==> config.mk <==
export PLATFORM = sky130hd
export DESIGN_NAME = mastermind_scorer_flat
export DESIGN_NICKNAME = d
export VERILOG_FILES = /design/src/rtl/mastermind_scorer_if.sv /design/src/rtl/mastermind_scorer.sv /design/src/flat_wrapper.sv
export SDC_FILE = /design/constraint.sdc
export NUM_CORES = 1
export LEC_CHECK = 0
export ABC_AREA = 1
export CAP_MARGIN = 20
export CORE_MARGIN = 5
export CORE_UTILIZATION = 50
export DETAILED_ROUTE_END_ITERATION = 7
export PLACE_DENSITY = 0.76
export SYNTH_ARGS = -nofsm -noshare
export SYNTH_HDL_FRONTEND = slang
export SYNTH_SLANG_ARGS = --single-unit
==> constraint.sdc <==
create_clock -name clk -period 4 [get_ports clk]
set_clock_uncertainty 0.15 [all_clocks]
set_input_delay 0.4 -clock clk [delete_from_list [all_inputs] [get_ports clk]]
set_output_delay 0.4 -clock clk [all_outputs]
set_load 0.02 [all_outputs]
==> src/rtl/mastermind_scorer_if.sv <==
// Handshake and result bundle between the game controller and the
// Mastermind scorer.
interface mastermind_scorer_if;
    logic [11:0] code;
    logic [11:0] guess;
    logic        start;
    logic        new_game;
    logic        busy;
    logic        done;
    logic [2:0]  black;
    logic [2:0]  white;
    logic [3:0]  attempts;
    logic        win;
    logic        game_over;

    modport master (
        output code, guess, start, new_game,
        input  busy, done, black, white, attempts, win, game_over
    );

    modport slave (
        input  code, guess, start, new_game,
        output busy, done, black, white, attempts, win, game_over
    );
endinterface

==> src/rtl/mastermind_scorer.sv <==
// Multi-cycle Mastermind scorer: 4 cycles of exact-position compare, 8 cycles
// of per-colour min-count accumulation, then one DONE cycle updating results.
module mastermind_scorer #(
    parameter int MAX_GUESSES = 10
) (
    input  logic                  clk,
    input  logic                  reset,
    mastermind_scorer_if.slave    bus
);
    localparam logic [3:0] MAX_G = 4'(MAX_GUESSES);

    typedef enum logic [1:0] {IDLE, EXACT, COLOUR, DONE} state_e;

    state_e      state_q, state_d;
    logic [2:0]  idx_q, idx_d;
    logic [11:0] code_q, code_d;
    logic [11:0] guess_q, guess_d;
    logic [2:0]  black_acc_q, black_acc_d;
    logic [3:0]  total_q, total_d;
    logic [2:0]  black_q, black_d;
    logic [2:0]  white_q, white_d;
    logic [3:0]  attempts_q, attempts_d;
    logic        win_q, win_d;
    logic        game_over_q, game_over_d;

    logic [3:0]  exact_vec;
    logic [3:0]  code_hit;
    logic [3:0]  guess_hit;
    logic [2:0]  code_cnt;
    logic [2:0]  guess_cnt;
    logic [2:0]  min_cnt;
    logic [3:0]  white_diff;

    // Per-peg comparators: exact match, and colour idx present in code/guess.
    genvar gi;
    generate
        for (gi = 0; gi < 4; gi++) begin : g_peg
            assign exact_vec[gi] = (code_q[3*gi +: 3] == guess_q[3*gi +: 3]);
            assign code_hit[gi]  = (code_q[3*gi +: 3] == idx_q);
            assign guess_hit[gi] = (guess_q[3*gi +: 3] == idx_q);
        end
    endgenerate

    assign code_cnt   = {2'b0, code_hit[0]} + {2'b0, code_hit[1]}
                      + {2'b0, code_hit[2]} + {2'b0, code_hit[3]};
    assign guess_cnt  = {2'b0, guess_hit[0]} + {2'b0, guess_hit[1]}
                      + {2'b0, guess_hit[2]} + {2'b0, guess_hit[3]};
    assign min_cnt    = (code_cnt < guess_cnt) ? code_cnt : guess_cnt;
    assign white_diff = total_q - {1'b0, black_acc_q};

    always_comb begin
        state_d     = state_q;
        idx_d       = idx_q;
        code_d      = code_q;
        guess_d     = guess_q;
        black_acc_d = black_acc_q;
        total_d     = total_q;
        black_d     = black_q;
        white_d     = white_q;
        attempts_d  = attempts_q;
        win_d       = win_q;
        game_over_d = game_over_q;

        case (state_q)
            IDLE: begin
                if (bus.start && !game_over_q) begin
                    code_d      = bus.code;
                    guess_d     = bus.guess;
                    black_acc_d = '0;
                    total_d     = '0;
                    idx_d       = '0;
                    state_d     = EXACT;
                end
            end
            EXACT: begin
                if (exact_vec[idx_q[1:0]]) begin
                    black_acc_d = black_acc_q + 3'd1;
                end
                if (idx_q == 3'd3) begin
                    idx_d   = '0;
                    state_d = COLOUR;
                end else begin
                    idx_d = idx_q + 3'd1;
                end
            end
            COLOUR: begin
                total_d = total_q + {1'b0, min_cnt};
                idx_d   = idx_q + 3'd1;
                if (idx_q == 3'd7) begin
                    state_d = DONE;
                end
            end
            DONE: begin
                black_d     = black_acc_q;
                white_d     = white_diff[2:0];
                attempts_d  = attempts_q + 4'd1;
                win_d       = (black_acc_q == 3'd4);
                game_over_d = (black_acc_q == 3'd4) || (attempts_q + 4'd1 == MAX_G);
                state_d     = IDLE;
            end
            default: state_d = IDLE;
        endcase

        // new_game aborts any run and wins over a simultaneous start.
        if (bus.new_game) begin
            state_d     = IDLE;
            attempts_d  = '0;
            black_d     = '0;
            white_d     = '0;
            win_d       = 1'b0;
            game_over_d = 1'b0;
        end
    end

    always_ff @(posedge clk) begin
        if (reset) begin
            state_q     <= IDLE;
            idx_q       <= '0;
            code_q      <= '0;
            guess_q     <= '0;
            black_acc_q <= '0;
            total_q     <= '0;
            black_q     <= '0;
            white_q     <= '0;
            attempts_q  <= '0;
            win_q       <= 1'b0;
            game_over_q <= 1'b0;
        end else begin
            state_q     <= state_d;
            idx_q       <= idx_d;
            code_q      <= code_d;
            guess_q     <= guess_d;
            black_acc_q <= black_acc_d;
            total_q     <= total_d;
            black_q     <= black_d;
            white_q     <= white_d;
            attempts_q  <= attempts_d;
            win_q       <= win_d;
            game_over_q <= game_over_d;
        end
    end

    assign bus.busy      = (state_q != IDLE);
    assign bus.done      = (state_q == DONE);
    assign bus.black     = black_q;
    assign bus.white     = white_q;
    assign bus.attempts  = attempts_q;
    assign bus.win       = win_q;
    assign bus.game_over = game_over_q;
endmodule

==> src/flat_wrapper.sv <==
// flat-port wrapper written by rule: the top's interface ports become plain ports
module mastermind_scorer_flat 
#(
    parameter int MAX_GUESSES = 10
)
  (clk, reset, bus_code, bus_guess, bus_start, bus_new_game, bus_busy, bus_done, bus_black, bus_white, bus_attempts, bus_win, bus_game_over);
  mastermind_scorer_if bus_i ();
  input  logic clk;
  input  logic reset;
  input wire logic [$bits(bus_i.code)-1:0] bus_code;
  input wire logic [$bits(bus_i.guess)-1:0] bus_guess;
  input wire logic [$bits(bus_i.start)-1:0] bus_start;
  input wire logic [$bits(bus_i.new_game)-1:0] bus_new_game;
  output wire logic [$bits(bus_i.busy)-1:0] bus_busy;
  output wire logic [$bits(bus_i.done)-1:0] bus_done;
  output wire logic [$bits(bus_i.black)-1:0] bus_black;
  output wire logic [$bits(bus_i.white)-1:0] bus_white;
  output wire logic [$bits(bus_i.attempts)-1:0] bus_attempts;
  output wire logic [$bits(bus_i.win)-1:0] bus_win;
  output wire logic [$bits(bus_i.game_over)-1:0] bus_game_over;
  assign bus_i.code = bus_code;
  assign bus_i.guess = bus_guess;
  assign bus_i.start = bus_start;
  assign bus_i.new_game = bus_new_game;
  assign bus_busy = bus_i.busy;
  assign bus_done = bus_i.done;
  assign bus_black = bus_i.black;
  assign bus_white = bus_i.white;
  assign bus_attempts = bus_i.attempts;
  assign bus_win = bus_i.win;
  assign bus_game_over = bus_i.game_over;
  mastermind_scorer #(.MAX_GUESSES(MAX_GUESSES)) u_core (.clk(clk), .reset(reset), .bus(bus_i));
endmodule
* Word level (Yosys, flattened, before mapping)
Cells that the tools add are included.
Word-level totals: input port bits 28, register bits after elaboration 48, output and inout bits 14
Operators by class: add/sub/neg operators 11, eq/ne operators 23, reduce and logical (&&, ||, !) cells 14, $lt $le $gt $ge 2, multiplexer cells 14
Operators by type and width (number):
- 3-bit equality test | 12
- 3-bit by 1-bit adder with 3-bit output | 4
- 3-bit two-way mux | 4
- 3-bit one-hot mux with 3 select lines | 1
- 2-bit by 1-bit inequality test with 1-bit output (second input constant) | 4
- 2-bit one-hot mux with 4 select lines | 1
- 4-bit one-hot mux with 2 select lines | 1
- 3-bit by 1-bit adder with 3-bit output (second input constant) | 2
- 3-bit equality test (second input constant) | 2
- 2-bit two-way mux | 3
- 3-bit one-hot mux with 2 select lines | 1
- 2-bit AND reduction | 3
- 3-bit AND reduction | 2
- 2-bit nonzero test | 3
- 1-bit by 1-bit adder with 2-bit output | 2
- 4-bit by 1-bit adder with 4-bit output (second input constant) | 1
- 4-bit by 3-bit adder with 4-bit output | 1
- 2-bit equality test (second input constant) | 2
- 4-bit equality test (second input constant) | 1
- 4-bit two-way mux | 1
- 3-bit by 2-bit equality test with 1-bit output (second input constant) | 1
- 2-bit by 3-bit < comparator with 1-bit output (second input constant) | 1
- 3-bit < comparator | 1
- 3-bit nonzero test | 1
- 9 further kinds | 9

* Logic depth before layout (Yosys ltp)
Gate-level depths: netlist of the first run.
depth in word-level cells 8, mapped depth 21

* Worst setup path after synthesis of the first run
OpenSTA, ideal clock, no wires.
path kind reg-to-reg, start point reg u_core.idx_q[2], end point reg u_core.total_q[2], data required time 3.780 ns, cell stages (with the launch flop) 21, clock period less this slack 3.596 ns, slack 0.404 ns, data arrival time 3.376 ns, cell sequence dfxtp_1 > buf_2 > xor2_1 > nor3_1 > ha_1 > inv_1 > fa_1 > inv_1 > ha_1 > inv_1 > ha_1 > a21oi_1 > nand2_1 > a21oi_1 > ha_1 > inv_1 > fa_1 > xnor2_1 > xor2_1 > nand2_1 > a21oi_1
On the way: word-level cells in the longest chain between the ends 8, elaborated cells on any way between the ends 18, those cells by class add/sub: 7; order compare: 1; eq/ne: 8; mux: 2
RTL lines:
- from (decl) | line mastermind_scorer.sv:15 | logic [2:0] idx_q, idx_d;
- from (signal assigned) | line mastermind_scorer.sv:130 | idx_q <= idx_d;
- 3-bit equality test (on tied branches) | line mastermind_scorer.sv:39, mastermind_scorer.sv:40
- 1-bit by 1-bit adder with 2-bit output (on tied branches) | line mastermind_scorer.sv:44, mastermind_scorer.sv:46
- 3-bit by 1-bit adder with 3-bit output (on tied branches) (2 in a row) | line mastermind_scorer.sv:45, mastermind_scorer.sv:47
- 3-bit < comparator | line mastermind_scorer.sv:48 | assign min_cnt = (code_cnt < guess_cnt) ? code_cnt : guess_cnt;
- 3-bit two-way mux (*) | line mastermind_scorer.sv:48
- 4-bit by 3-bit adder with 4-bit output (*) | line mastermind_scorer.sv:87 | total_d = total_q + {1'b0, min_cnt};
- 4-bit one-hot mux with 2 select lines (*) | line mastermind_scorer.sv:64 | case (state_q)
- to (signal assigned) | line mastermind_scorer.sv:134 | total_q <= total_d;
- to (decl) | line mastermind_scorer.sv:19 | logic [3:0] total_q, total_d;
Mark *: on every way between the ends. The rest lies on a longest branch, timed or not. A chain may end at the register's enable or synchronous reset.

* Worst setup path in the final report of the first run
start point reg u_core.idx_q[1], end point reg u_core.total_q[2]
Same word-level chain as after synthesis.

==> summary.txt, run 1 <==
Status: completed
Number of nets with antenna violations after detailed routing: 0
Kind of critical path: reg2reg
Synthesized netlist cell count: 367
Sequence of cells on the critical path: xor2_1, nor3_2, ha_1, inv_1, fa_1, inv_1, ha_1, inv_1, ha_1, a21oi_1, nand2_1, a21oi_1, ha_1, inv_1, fa_1, xnor2_1, xor2_1, nand2_1, a21oi_1
Synthesized-area fraction occupied by xor and xnor cells: 9.54%
Synthesis Warnings: 0
Hold Crit Class: reg2reg
Reported max-cap violation count: 0
Total setup buffers inserted after CTS: 0
Post-placement setup slack: 143 ps
Data arrival at the endpoint of the critical path: 3810 ps
Routed WL: 5520 µm
Die span in y: 84.2 µm
Overall fraction of global-route tracks in use: 16.0%
Buffers from clock root to sink, at most: 2
Upper clock frequency limit: 268 MHz
Detailed-route vias per instance: 4.89
Maximum VDD drop: 0.000262 V
Synth Area in Adders: 12.9%
First-pass GRT wire length: 9490 µm
Number of core rows: 27
Sum Neg Setup Slack: 0 ps
Average wire length per cell after detail routing: 11.5 µm
Width of the die: 84.2 µm
Required arrival time at the worst endpoint: 4080 ps
Compound-gate portion of the synthesized area: 16.2%
TritonCTS clock tree: yes
Buffers on Ports: 41
Min setup slack post-route: 270 ps
Synthesized cell area: 2750 µm²
Pin slew with the least headroom to its limit: 632 ps
Post-layout nets: 461
Number of ports placed on the die boundary: 42
CTS H-tree depth: 2
Main combinational cell family by area after synthesis: simple AND/OR/NAND/NOR gates
Max-slew violation count: 0
Shortest period the worst path allows: 3730 ps
Clock-pin transition on the worst setup and hold timing paths: 90 ps
Die ar.: 7090 µm²
Resized cells post-CTS: 0
Leakage power: 1.45 nW
Combinational fraction of design power: 36.2%
Clock latency of the later-clocked register in the worst-skew pair: 300 ps
Global placer's final weighted congestion: 0.861
Final Hold Violating Endpoints: 0
Max FO, Critical Path: 8
Total clock sinks: 47
Slowest-stage cell, CP: sky130_fd_sc_hd__dfxtp_2
Count of distinct cell types in the synthesized netlist: 30
Proportion of synthesized area in mux cells: 0%
Number of DRC markers in iteration 0: 139
Initial Utilization: 50.6%
Part of the total power dissipated in the clock network: 23.3%
Total congestion overflow: 0
Vias in the first global route: 2163
Synth-to-Final Area Change: 20.7%
Clock tree root driver cell: sky130_fd_sc_hd__clkbuf_8
Initial antenna violation count: 0
Crit path launch type: flop
Max-slew headroom: 57.8%
Synth Area per Inst: 7.50 µm²
Unrepaired setup endpoints after global routing: no
Cell-internal power: 871 µW
Total via count in the routed design: 2345
Post-detailed-placement half-perimeter wirelength: 4410 µm
Final setup violating endpoints: 0
Critical path's largest stage delay: 440 ps
Antenna diodes: 0
Ratio of final minimum period to clock period: 93.3%
Number of buffers added by the clock tree synthesis step: 5
Sequential area share after synthesis: 34.2%
Pwr per Cell Area: 405 nW/µm²
Total DRC errors in the routed layout: 0
Share of total power in sequential cells: 40.4%
Type of element capturing the critical path: flop
Simple logic cell fraction of the synthesized area: 17.4%
Net Count, Synth: 421
Maximum number of pins on one net before global-route repair: 41
Standard cell core area: 5440 µm²
TritonRoute pass-1 iters: 4
Fraction of layout instances using a drive strength above 1: 6.37%
Count of hold-fix buffers inserted at cts: 0
Switching share of power: 35.3%
Switching power: 475 µW
Number of flip-flops and latches in the synthesized netlist: 47
[cells by family (layout without fill, tap and decap cells)]
logic type      Yosys count  after routing
compound gates           84             84
xor+xnor                 30             30
fa+ha+maj                26             26
buf+inv                  65            106
flops                    47             47
simple gates            115            115
[metrics by stage]
step	total power, mW	std cells	hold WS [ps]	instance area [µm²]	util, %
after floorplan	0.919	367	289	2750	-
after global placement	1.02	472	301	3210	59.1
after detailed placement	1.04	472	306	3210	59.1
after CTS	1.36	480	319	3310	60.9
after global routing	1.46	480	342	3320	61.1
final	1.35	480	319	3320	61.1
[per-layer routing]
metal / global-route usage, % / up-vias / wire, µm
met5: 0 / - / 0
met4: 5.70 / 0 / 93
met3: 3.14 / 11 / 275
li1: - / 1250 / -
met2: 27.4 / 49 / 2610
met1: 20.1 / 1035 / 2540
[cell usage after synthesis, drive strengths merged]
cell | instances | area (µm²)
xor2 | 15 | 131
fa | 4 | 80.1
a21oi | 44 | 224
xnor2 | 15 | 131
o22ai | 1 | 6.26
nor3 | 5 | 25.0
nand4 | 1 | 6.26
o211ai | 2 | 15.0
nor2 | 27 | 104
dfxtp | 47 | 941
nand2 | 68 | 263
o21ai | 30 | 150
a31oi | 1 | 6.26
buf | 8 | 56.3
clkbuf | 4 | 15.0
nand3b | 2 | 15.0
clkinv | 1 | 3.75
a211oi | 5 | 37.5
ha | 22 | 275
nand3 | 12 | 65.1
inv | 52 | 195
a22oi | 1 | 7.51
[area by class of cell]
| cell class | count | area [µm²] |
|---|---|---|
| Clock buffer | 8 | 100 |
| Fill cell | 496 | 2110 |
| Inverter | 53 | 199 |
| Multi-Input combinational cell | 255 | 1550 |
| Sequential cell | 47 | 947 |
| Tap cell | 72 | 90.1 |
| Timing Repair Buffer | 45 | 440 |
[critical path, delay by kind of cell (launching register included)]
| family | cells | cell delay [ps] |
|---|---|---|
| simple gates | 3 | 240 |
| xor+xnor | 3 | 530 |
| fa+ha+maj | 6 | 1640 |
| flops | 1 | 440 |
| buf+inv | 4 | 210 |
| compound gates | 3 | 440 |
[layout by cell type, fill, tap and decap left out]
master	n
sky130_fd_sc_hd__buf_4	4
sky130_fd_sc_hd__a31oi_1	1
sky130_fd_sc_hd__xnor2_1	15
sky130_fd_sc_hd__dfxtp_1	44
sky130_fd_sc_hd__o211ai_1	2
sky130_fd_sc_hd__o21ai_1	1
sky130_fd_sc_hd__a21oi_2	1
sky130_fd_sc_hd__inv_2	5
sky130_fd_sc_hd__clkinv_1	1
sky130_fd_sc_hd__ha_1	22
sky130_fd_sc_hd__nand4_1	1
sky130_fd_sc_hd__clkdlybuf4s50_1	41
sky130_fd_sc_hd__a21oi_1	43
sky130_fd_sc_hd__xor2_1	15
sky130_fd_sc_hd__nand2_2	3
sky130_fd_sc_hd__nor2_2	1
sky130_fd_sc_hd__nor2_1	26
sky130_fd_sc_hd__dfxtp_4	1
sky130_fd_sc_hd__nor3_2	1
sky130_fd_sc_hd__fa_1	4
sky130_fd_sc_hd__dfxtp_2	2
sky130_fd_sc_hd__clkbuf_1	1
sky130_fd_sc_hd__inv_1	47
sky130_fd_sc_hd__nand2_1	65
sky130_fd_sc_hd__o22ai_1	1
sky130_fd_sc_hd__nand3_2	1
sky130_fd_sc_hd__clkbuf_8	7
sky130_fd_sc_hd__a211oi_1	5
sky130_fd_sc_hd__a22oi_1	1
sky130_fd_sc_hd__nand3b_1	2
sky130_fd_sc_hd__nor3_1	4
sky130_fd_sc_hd__nand3_1	11
sky130_fd_sc_hd__o21ai_0	29
[power by group through the flow]
stage               combinational [mW]  sequential, mW  clock, mW
floorplan                        0.377           0.543          0
global placement                 0.466           0.554          0
detailed placement               0.489           0.556          0
CTS                              0.492           0.544      0.321
global route                     0.569           0.550      0.344
finish                           0.487           0.544      0.314
[path summary, 6_finish.rpt]
check	to	cells after the start	slack (ps)	start
min	u_core.bus.win	2	320	u_core.bus.win
min reg2reg	u_core.bus.win	2	320	u_core.bus.win
max reg2reg	u_core.total_q[2]	19	270	u_core.idx_q[1]
max	u_core.total_q[2]	19	270	u_core.idx_q[1]
[registers in the layout (all words and copies together) (netlist names), 2 cells and up]
register,cells
u_core.black_acc_q,3
u_core.bus.white,3
u_core.guess_q,12
u_core.bus.black,3
u_core.state_q,2
u_core.code_q,12
u_core.idx_q,3
u_core.total_q,3
u_core.bus.attempts,4
Power figures use the tool's default switching activity.
==> run 2, diff against run 1 <==
- CTS_CLUSTER_DIAMETER: default -> 50
==> results of run 2 <==
The final DEF is identical to that of run 1; final timing and power are the same.
==> run 3, diff against run 2 <==
- CORE_UTILIZATION: 50 -> 44
- PLACE_DENSITY: 0.76 -> 0.67
- clock period: 4 -> 3.6 ns (I/O delays scaled with it)
==> run 3 against run 2 <==
Clock power is 29% higher. Maximum frequency is 5.9% higher. Core utilization is 1.7 points lower. Critical path type unchanged. Wire length is 12% higher. Highest routed layer unchanged.
==> summary.txt, run 3 (synthesis results as in run 1) <==
Upper clock frequency limit: 284 MHz
Reg2reg end: u_core.total_q[2]
Maximum number of pins on one net before global-route repair: 46
Count of hold-fix buffers inserted at cts: 0
Most used cell, CP: sky130_fd_sc_hd__inv_2
Pwr per Cell Area: 483 nW/µm²
Pin slew with the least headroom to its limit: 778 ps
Fraction of layout instances using a drive strength above 1: 15.4%
Worst hold margin: 322 ps
Average wire length per cell after detail routing: 12.7 µm
Hold Crit Class: reg2reg
Buffers from clock root to sink, at most: 2
Post-detailed-placement half-perimeter wirelength: 4620 µm
Crit path launch type: flop
Power after layout: 1.72 mW
Number of core rows: 28
Width of the die: 89.1 µm
Status: completed
Final Hold Violating Endpoints: 0
Final standard cell area without fillers: 3560 µm²
Sum Neg Setup Slack: 0 ps
Vias in the first global route: 2239
Shortest period the worst path allows: 3520 ps
Buffers on Ports: 41
Overall fraction of global-route tracks in use: 16.4%
Max-slew headroom: 48.1%
Number of ports placed on the die boundary: 42
Number of buffers added by the clock tree synthesis step: 5
Standard cell core area: 5990 µm²
Clock-pin transition on the worst setup and hold timing paths: 90 ps
Initial Utilization: 46.0%
Sequence of cells on the critical path: xor2_2, nor3_2, ha_1, inv_2, fa_2, inv_2, ha_4, ha_4, o211ai_1, nand2_1, nor2_1, a21oi_2, ha_2, inv_2, fa_2, xnor2_2, xor2_1, nand2_1, a21oi_2
Share of total power in sequential cells: 35.4%
Leakage power: 1.50 nW
Total congestion overflow: 0
Maximum VDD drop: 0.000256 V
Global-route track usage on met3: 3.13%
Launching point of the worst reg2reg path: u_core.idx_q[0]
Number of nets with antenna violations after detailed routing: 0
Clock tree root driver cell: sky130_fd_sc_hd__clkbuf_8
Die ar.: 7940 µm²
Reg-to-reg setup timing slack: 80 ps
Final setup violating endpoints: 0
Switching share of power: 35.1%
Clock latency of the later-clocked register in the worst-skew pair: 300 ps
TritonCTS clock tree: yes
Layout filler cell count: 511
Leading cell type in the layout, fill and taps excluded: sky130_fd_sc_hd__nand2_1
Endpoint, Worst Hold: u_core.bus.black[2]
Most used cells in the layout excluding fill and tap cells: sky130_fd_sc_hd__nand2_1, sky130_fd_sc_hd__dfxtp_1, sky130_fd_sc_hd__inv_1, sky130_fd_sc_hd__clkdlybuf4s50_1, sky130_fd_sc_hd__a21oi_1
Initial antenna violation count: 0
Unrepaired setup endpoints after global routing: yes
Switching power: 604 µW
Number of cells on the worst hold path: 2
Total via count in the routed design: 2416
Part of the total power dissipated in the clock network: 23.6%
Total DRC errors in the routed layout: 0
Data arrival at the endpoint of the critical path: 3610 ps
Max FO, Critical Path: 6
Synth-to-Final Area Change: 29.2%
Antenna diodes: 0
Die span in y: 89.1 µm
Total clock sinks: 47
Slowest-stage cell, CP: sky130_fd_sc_hd__dfxtp_4
Max-slew violation count: 0
First-pass GRT wire length: 10200 µm
Post-layout nets: 468
Global placer's final weighted congestion: 0.857
TritonRoute pass-1 iters: 6
Cell-internal power: 1.12 mW
Routed WL: 6200 µm
Kind of critical path: reg2reg
Required arrival time at the worst endpoint: 3690 ps
Ratio of final minimum period to clock period: 97.9%
Detailed-route vias per instance: 4.93
Reported max-cap violation count: 0
Length in cells of the worst reg-to-reg path: 19
Top Usage Layer GRT: met2
Critical path's largest stage delay: 430 ps
CTS H-tree depth: 2
Launch instance of the worst min-delay path: u_core.bus.black[2]
Number of DRC markers in iteration 0: 116
Type of element capturing the critical path: flop
Combinational fraction of design power: 41.0%
Placed inst area: 3260 µm²
Global-route met2 utilization: 26.0%
Routing usage on met1: 22.7%
==> run 3: cell types whose count changed in the layout (fill, tap and decap cells not counted), moves of 4 or more <==
cell and change:
sky130_fd_sc_hd__xor2_1 -8, sky130_fd_sc_hd__xor2_2 +8, sky130_fd_sc_hd__buf_4 +7, sky130_fd_sc_hd__inv_1 -6
sky130_fd_sc_hd__inv_2 +6, sky130_fd_sc_hd__ha_1 -5, sky130_fd_sc_hd__ha_4 +4
==> run 3: power by group through the flow <==
| stage | logic (mW) | registers [mW] | clock network [mW] |
|---|---|---|---|
| 2_1_floorplan | 0.419 | 0.603 | 0 |
| 3_3_place_gp | 0.532 | 0.613 | 0 |
| 3_5_place_dp | 0.548 | 0.614 | 0 |
| 4_1_cts | 0.659 | 0.603 | 0.416 |
| 5_1_grt | 0.798 | 0.614 | 0.433 |
| 6_report | 0.705 | 0.608 | 0.405 |
==> run 3: cell type report <==
cell class | instances | area [µm²] | share of cell area [%]
inverters | 53 | 199 | 5.59
flip-flops and latches | 47 | 953 | 26.8
repair buffers | 52 | 493 | 13.9
clock buffers | 6 | 82.6 | 2.32
well taps | 75 | 93.8 | 2.64
clock inverters | 2 | 35.0 | 0.985
multi-input cells | 255 | 1700 | 47.8
==> run 3: layer usage <==
layer | wire, µm | vias to the layer above
met4 | 74 | 0
li1 | - | 1265
met2 | 2890 | 37
met1 | 3000 | 1107
met3 | 243 | 7
met5 | 0 | -
==> run 3: how the worst max path moves through the flow <==
stage                     from           endpoint  slack (ps)  cells after the start
2_1_floorplan  u_core.idx_q[2]  u_core.total_q[2]           4                     20
3_3_place_gp   u_core.idx_q[0]  u_core.total_q[2]         -40                     18
3_5_place_dp   u_core.idx_q[0]  u_core.total_q[2]        -170                     18
4_1_cts        u_core.idx_q[0]  u_core.total_q[2]           6                     20
5_1_grt        u_core.idx_q[0]  u_core.total_q[2]        -110                     19
6_report       u_core.idx_q[0]  u_core.total_q[2]          80                     19
==> run 3: timing repair <==
action,4_1_cts,5_1_grt
endpoints found under the setup margin,1,2
buffers inserted,1,0
pin swaps,15,13
gates resized for setup,22,15
hold endpoints to repair,0,0
==> run 3: metrics by stage <==
stage / utilization [%] / instances / worst slack [ps]
6_report: 59.4 / 490 / 76.4
5_1_grt: 59.4 / 490 / -108
4_1_cts: 57.9 / 490 / 5.68
3_5_place_dp: 54.4 / 481 / -169
3_3_place_gp: 54.4 / 481 / -42.8
2_1_floorplan: - / 367 / 4.36
==> run 3: critical path, delay by kind of cell, from the launching register on <==
family | cells | cell delay [ps]
adders and majority gates | 6 | 1610
xor gates and xnor gates | 3 | 460
DFF | 1 | 430
and+or+nand+nor | 4 | 350
AOI/OAI and AO/OA | 3 | 310
buffers and inverters | 3 | 150
